### config.mk
export PLATFORM = sky130hd
export DESIGN_NAME = semaforo_seq
export DESIGN_NICKNAME = d
export VERILOG_FILES = /design/src/rtl/semaforo_seq.sv
export SDC_FILE = /design/constraint.sdc
export NUM_CORES = 1
export LEC_CHECK = 0
export CORE_AREA = 4 4 75 77
export CTS_CLUSTER_DIAMETER = 120
export CTS_CLUSTER_SIZE = 14
export DETAILED_ROUTE_END_ITERATION = 10
export DIE_AREA = 0 0 79 81
export PLACE_DENSITY = 0.74
export RECOVER_POWER = 100
export SLEW_MARGIN = 10
export SYNTH_ARGS = -nofsm -noshare
export SYNTH_HDL_FRONTEND = slang
export SYNTH_SLANG_ARGS = --single-unit
### constraint.sdc
create_clock -name clk -period 2.1 [get_ports clk]
set_input_delay 0.42 -clock clk [delete_from_list [all_inputs] [get_ports clk]]
set_output_delay 0.42 -clock clk [all_outputs]
set_load 0.01 [all_outputs]
### src/rtl/semaforo_seq.sv
// Four-approach traffic-light sequencer: round-robin green grant with timed green/yellow/all-red and emergency all-red.
// Latency: all outputs registered; a decision taken on a tick edge is visible on the outputs the next cycle.
// Backpressure: none; req/emerg are level inputs sampled every clk edge, no handshake.
module semaforo_seq #(
  parameter int TICK_DIV = 27000000,
  parameter int T_GREEN  = 10,
  parameter int T_YELLOW = 3,
  parameter int T_ALLRED = 2
) (
  input  logic        clk,
  input  logic        rst,
  input  logic [3:0]  req,
  input  logic        emerg,
  output logic [11:0] semaforos,
  output logic [1:0]  phase,
  output logic [1:0]  active,
  output logic        tick
);

  localparam int PW   = (TICK_DIV > 1) ? $clog2(TICK_DIV) : 1;
  localparam int TMAX = (T_GREEN > T_YELLOW) ? ((T_GREEN > T_ALLRED) ? T_GREEN : T_ALLRED)
                                             : ((T_YELLOW > T_ALLRED) ? T_YELLOW : T_ALLRED);
  // +1 so a power-of-two duration still fits in the timer
  localparam int TW   = $clog2(TMAX + 1);

  localparam logic [PW-1:0] PRE_LAST = PW'(TICK_DIV - 1);
  localparam logic [11:0]   ALL_RED_LAMPS = 12'h924;

  typedef enum logic [1:0] {
    S_ALL_RED = 2'd0,
    S_GREEN   = 2'd1,
    S_YELLOW  = 2'd2
  } state_t;

  state_t        state_q, state_d;
  logic [PW-1:0] pre_q, pre_d;
  logic [TW-1:0] tmr_q, tmr_d;
  logic [1:0]    act_d;
  logic [11:0]   lamps_d;
  logic          expired;
  logic          other_req;
  logic          changed;

  // First requesting approach after 'last', wrapping; 'last' itself is checked last.
  function automatic logic [1:0] rr_pick(input logic [1:0] last, input logic [3:0] r);
    logic [1:0] idx;
    logic       found;
    rr_pick = last;
    found   = 1'b0;
    for (int k = 1; k <= 4; k++) begin
      idx = last + 2'(k);
      if (!found && r[idx]) begin
        rr_pick = idx;
        found   = 1'b1;
      end
    end
  endfunction

  assign expired   = tick && (tmr_q == TW'(1));
  assign other_req = |(req & ~(4'b0001 << active));

  // Next-state, next grant, prescaler/timer and lamp decode
  always_comb begin
    state_d = state_q;
    act_d   = active;
    lamps_d = ALL_RED_LAMPS;
    pre_d   = '0;
    tmr_d   = tmr_q;

    case (state_q)
      S_ALL_RED: begin
        if (expired && !emerg && (|req)) begin
          state_d = S_GREEN;
          act_d   = rr_pick(active, req);
        end
      end
      S_GREEN: begin
        if (emerg) begin
          state_d = S_YELLOW;
        end else if (expired && other_req) begin
          state_d = S_YELLOW;
        end
      end
      S_YELLOW: begin
        if (expired) begin
          state_d = S_ALL_RED;
        end
      end
      default: begin
        state_d = S_ALL_RED;
      end
    endcase

    changed = (state_d != state_q);

    // Phases are timed from their first cycle, so the prescaler restarts on every change.
    if (!changed && (pre_q != PRE_LAST)) begin
      pre_d = pre_q + 1'b1;
    end

    // Timer saturates at 1 so a held phase re-evaluates at every later tick.
    if (changed) begin
      case (state_d)
        S_GREEN:  tmr_d = TW'(T_GREEN);
        S_YELLOW: tmr_d = TW'(T_YELLOW);
        default:  tmr_d = TW'(T_ALLRED);
      endcase
    end else if (tick && (tmr_q > TW'(1))) begin
      tmr_d = tmr_q - 1'b1;
    end

    if (state_d == S_GREEN) begin
      lamps_d[3*int'(act_d) +: 3] = 3'b001;
    end else if (state_d == S_YELLOW) begin
      lamps_d[3*int'(act_d) +: 3] = 3'b010;
    end
  end

  // State, counters and registered outputs
  always_ff @(posedge clk) begin
    if (rst) begin
      state_q   <= S_ALL_RED;
      pre_q     <= '0;
      tmr_q     <= TW'(T_ALLRED);
      active    <= 2'd3;
      semaforos <= ALL_RED_LAMPS;
      phase     <= 2'd0;
      tick      <= 1'b0;
    end else begin
      state_q   <= state_d;
      pre_q     <= pre_d;
      tmr_q     <= tmr_d;
      active    <= act_d;
      semaforos <= lamps_d;
      phase     <= state_d;
      tick      <= (pre_d == PRE_LAST);
    end
  end

endmodule

==> results.cfg <==
[yosys]
synth_seq_cells = 46
postSynthNetCount = 306
yosysTopAreaCell = dfxtp_1
synthDistinctLibCells = 57
syn_inst = 292
ys_seq_area_frac = 0.370
synthAdderAreaFrac = 0.0352
synth_xor_area_frac = 0.0950
synth_top_family_by_area = simple AND/OR/NAND/NOR gates
syn_avg_cell_area_um2 = 8.53
synthTopCellsByArea = dfxtp_1 (37%), xor2_1 (5.3%), nor2_1 (5.1%), nand3_1 (4.4%), xnor2_1 (4.2%)
yosys_warnings = 0
synth-compound-area-share = 0.118
synth_mux_area_frac = 0.0256
synth-simple-area-share = 0.307
yosys.area.top_type_share = 0.370
netlist_area_um2 = 2490
synth_flop_cell = dfxtp_1
synth-edff-count = 0
synthArstFlopShare = 0

[run_status]
status = finished, violations left
violations = negative setup slack

[grt]
grt_max_degree = 16
grt_pass1_vias = 2409
overflow = 0
antenna_found_initial = 0
track_usage = 0.205
grt_pass1_wl_um = 10600

[cts]
worstSkewPairLatency_ps = 300
cts_tree = built
hold_buffers = 0
max-clock-path-buffers = 2
cts_buffers = 5
numClockSinks = 46
clockRootBuffer = clkbuf_8
clkTransAtPathRegs_ps = 80
htree_levels = 2

[drt]
final_antenna_net_count = 0
wirelength_um = 6480
drt_drc_violations_left = 0
detail_route.wl_per_cell_um = 14.8
vias_per_cell = 5.40
drt_first_iter_violations = 107
drtPass1Iterations = 4
route.vias.total = 2365

[floorplanning]
core-area_um2 = 5010
die_w_um = 79
start_util = 0.497
io_pins = 24
die-area_um2 = 6400
die_y_um = 81
rows = 26

[power]
netSwitchingFraction = 0.223
p_leak_nw = 1.35
total_power_w = 0.00165
combPwrFrac = 0.065
power_density_nw_per_um2 = 481
seqPwrFrac = 0.534
p_sw_w = 0.000369
irDropWorstVdd_mv = 0.457
p_int_w = 0.00128
power_frac_clock = 0.401

[timing]
fin_crit_ps = 2160
rsz0062_at_grt = yes
min_period_over_period = 1.03
layout_setup_ws_ps = -62.8
finalSetupViolCount = 3
final_hold_viol_count = 0
clock_skew_ps = 11.7
slew-limit-headroom = 0.616
fmax_mhz = 462
setup-tns-final_ps = -109
slew_viol_final = 0
worst_slew_pin_slew_ps = 572

[placement]
port_buffers = 23
place_ws_ps = -429
hpwl_um = 4390
routabilityCongestion = 0.917
post-place-cells = 416

[layout]
areaGrowthSynthToFinish_pct = 37.8
nets = 381
n_fill_cell = 432
stdcell_count = 438
drive_above_1_share = 0.307
n_antenna_cell = 0

[min_path]
min_path_cells = 2
hold_class = reg2reg

[critical_path]
crit_type = in2reg
end_kind = flop
startpoint_type = primary input
arrival_ps = 2400
reg2reg_depth = 9
required_ps = 2330
crit_fanout = 4

[flow_run]
maxCapViolCount = 0
[timing repair]
item                       4_1_cts  5_1_grt
gates resized for setup         24       19
gates cloned                     0        0
setup endpoints to repair       19       40
pin swaps                       12       13
buffers inserted                13        1
[power by group through the flow]
stage               clock, W  combinational [W]  sequential [W]
floorplan                  0          0.0000499        0.000901
global placement           0          0.0000907        0.000900
detailed placement         0          0.0000929        0.000901
CTS                 0.000670           0.000102        0.000881
global route        0.000713           0.000115        0.000882
finish              0.000661           0.000108        0.000882
[layer usage]
layer / track usage / vias to the layer above / part of all wire
met5: 0 / - / 0
met1: 0.231 / 1121 / 0.41
met4: 0.0704 / 0 / 0.017
met2: 0.382 / 53 / 0.54
met3: 0.0421 / 14 / 0.041
li1: - / 1177 / -
[metrics by stage]
stage | area, um^2 | hold WS [ps] | utilization
floorplan | 2510 | 476 | -
global placement | 3090 | 524 | 0.616
detailed placement | 3090 | 532 | 0.616
CTS | 3350 | 548 | 0.670
global route | 3430 | 606 | 0.685
finish | 3430 | 557 | 0.685
[kinds of logic (layout without fill, tap and decap cells)]
kind of cell / Yosys count / count (layout)
and+or+nand+nor: 136 / 136
muxes: 6 / 6
AOI/OAI and AO/OA: 42 / 42
adders and majority gates: 7 / 7
buffers and inverters: 28 / 104
DFF: 46 / 46
xor gates and xnor gates: 27 / 27
[cell usage after synthesis, types with 4 or more instances]
cell type and instances:
clkbuf_1 5, nor2_1 34, inv_1 12, o211ai_1 4
ha_1 7, dfxtp_1 46, o21ai_0 6, nand2_1 13
nand4_1 6, nand3_1 22, a21oi_1 9, and3_1 4
nor4_1 4, xnor2_1 12, nor3_1 20, buf_2 7
xor2_1 15, nand2b_1 7
[cell type report]
class | instances | area [um^2] | area share
clock inverters | 3 | 45.0 | 0.0131
inverters | 12 | 45.0 | 0.0131
multi-input cells | 218 | 1560 | 0.453
clock buffers | 5 | 68.8 | 0.0201
flip-flops and latches | 46 | 931 | 0.271
well taps | 70 | 87.6 | 0.0255
repair buffers | 84 | 698 | 0.204
[sequential cells by signal, summed over array words and instances (netlist names)]
name and flops:
pre_q 25, semaforos 12, state_q 2, active 2, tick 1, tmr_q 4
[cell usage in the layout, fill, tap and decap left out, drive strengths merged, types with 3 or more instances in the layout]
cell type | netlist | layout
nand3 | 23 | 23
clkbuf | 5 | 5
a21oi | 9 | 9
o21ai | 7 | 7
nand2 | 14 | 14
or4 | 3 | 3
and2 | 3 | 3
buf | 11 | 61
nor2 | 35 | 35
mux2i | 3 | 3
nand2b | 7 | 7
nand4 | 6 | 6
inv | 12 | 12
mux2 | 3 | 3
xnor2 | 12 | 12
a21o | 3 | 3
nor4 | 6 | 6
and3 | 4 | 4
dlygate4sd3 | 0 | 17
ha | 7 | 7
nor3 | 21 | 21
xor2 | 15 | 15
a211oi | 3 | 3
o211ai | 4 | 4
dfxtp | 46 | 46
clkdlybuf4s15 | 0 | 3
[final timing paths]
kind	to	slack, ps	start
worst max-delay path	tmr_q[3]$_SDFFE_PP0P_	-60	req[3]
worst max register to register	tmr_q[3]$_SDFFE_PP0P_	-40	tmr_q[1]$_SDFFE_PP1P_
worst min register to register	pre_q[20]$_SDFF_PP0_	560	pre_q[20]$_SDFF_PP0_
worst min-delay path	pre_q[20]$_SDFF_PP0_	560	pre_q[20]$_SDFF_PP0_
[worst max-delay path, cell delays in order]
cell,delay (ps)
clkdlybuf4s15_1,260
nor4_4,340
o21bai_1,110
a221o_1,410
buf_6,140
buf_4,130
or3b_2,450
a21oi_2,130
No activity file was read; power rests on OpenSTA's default activity.
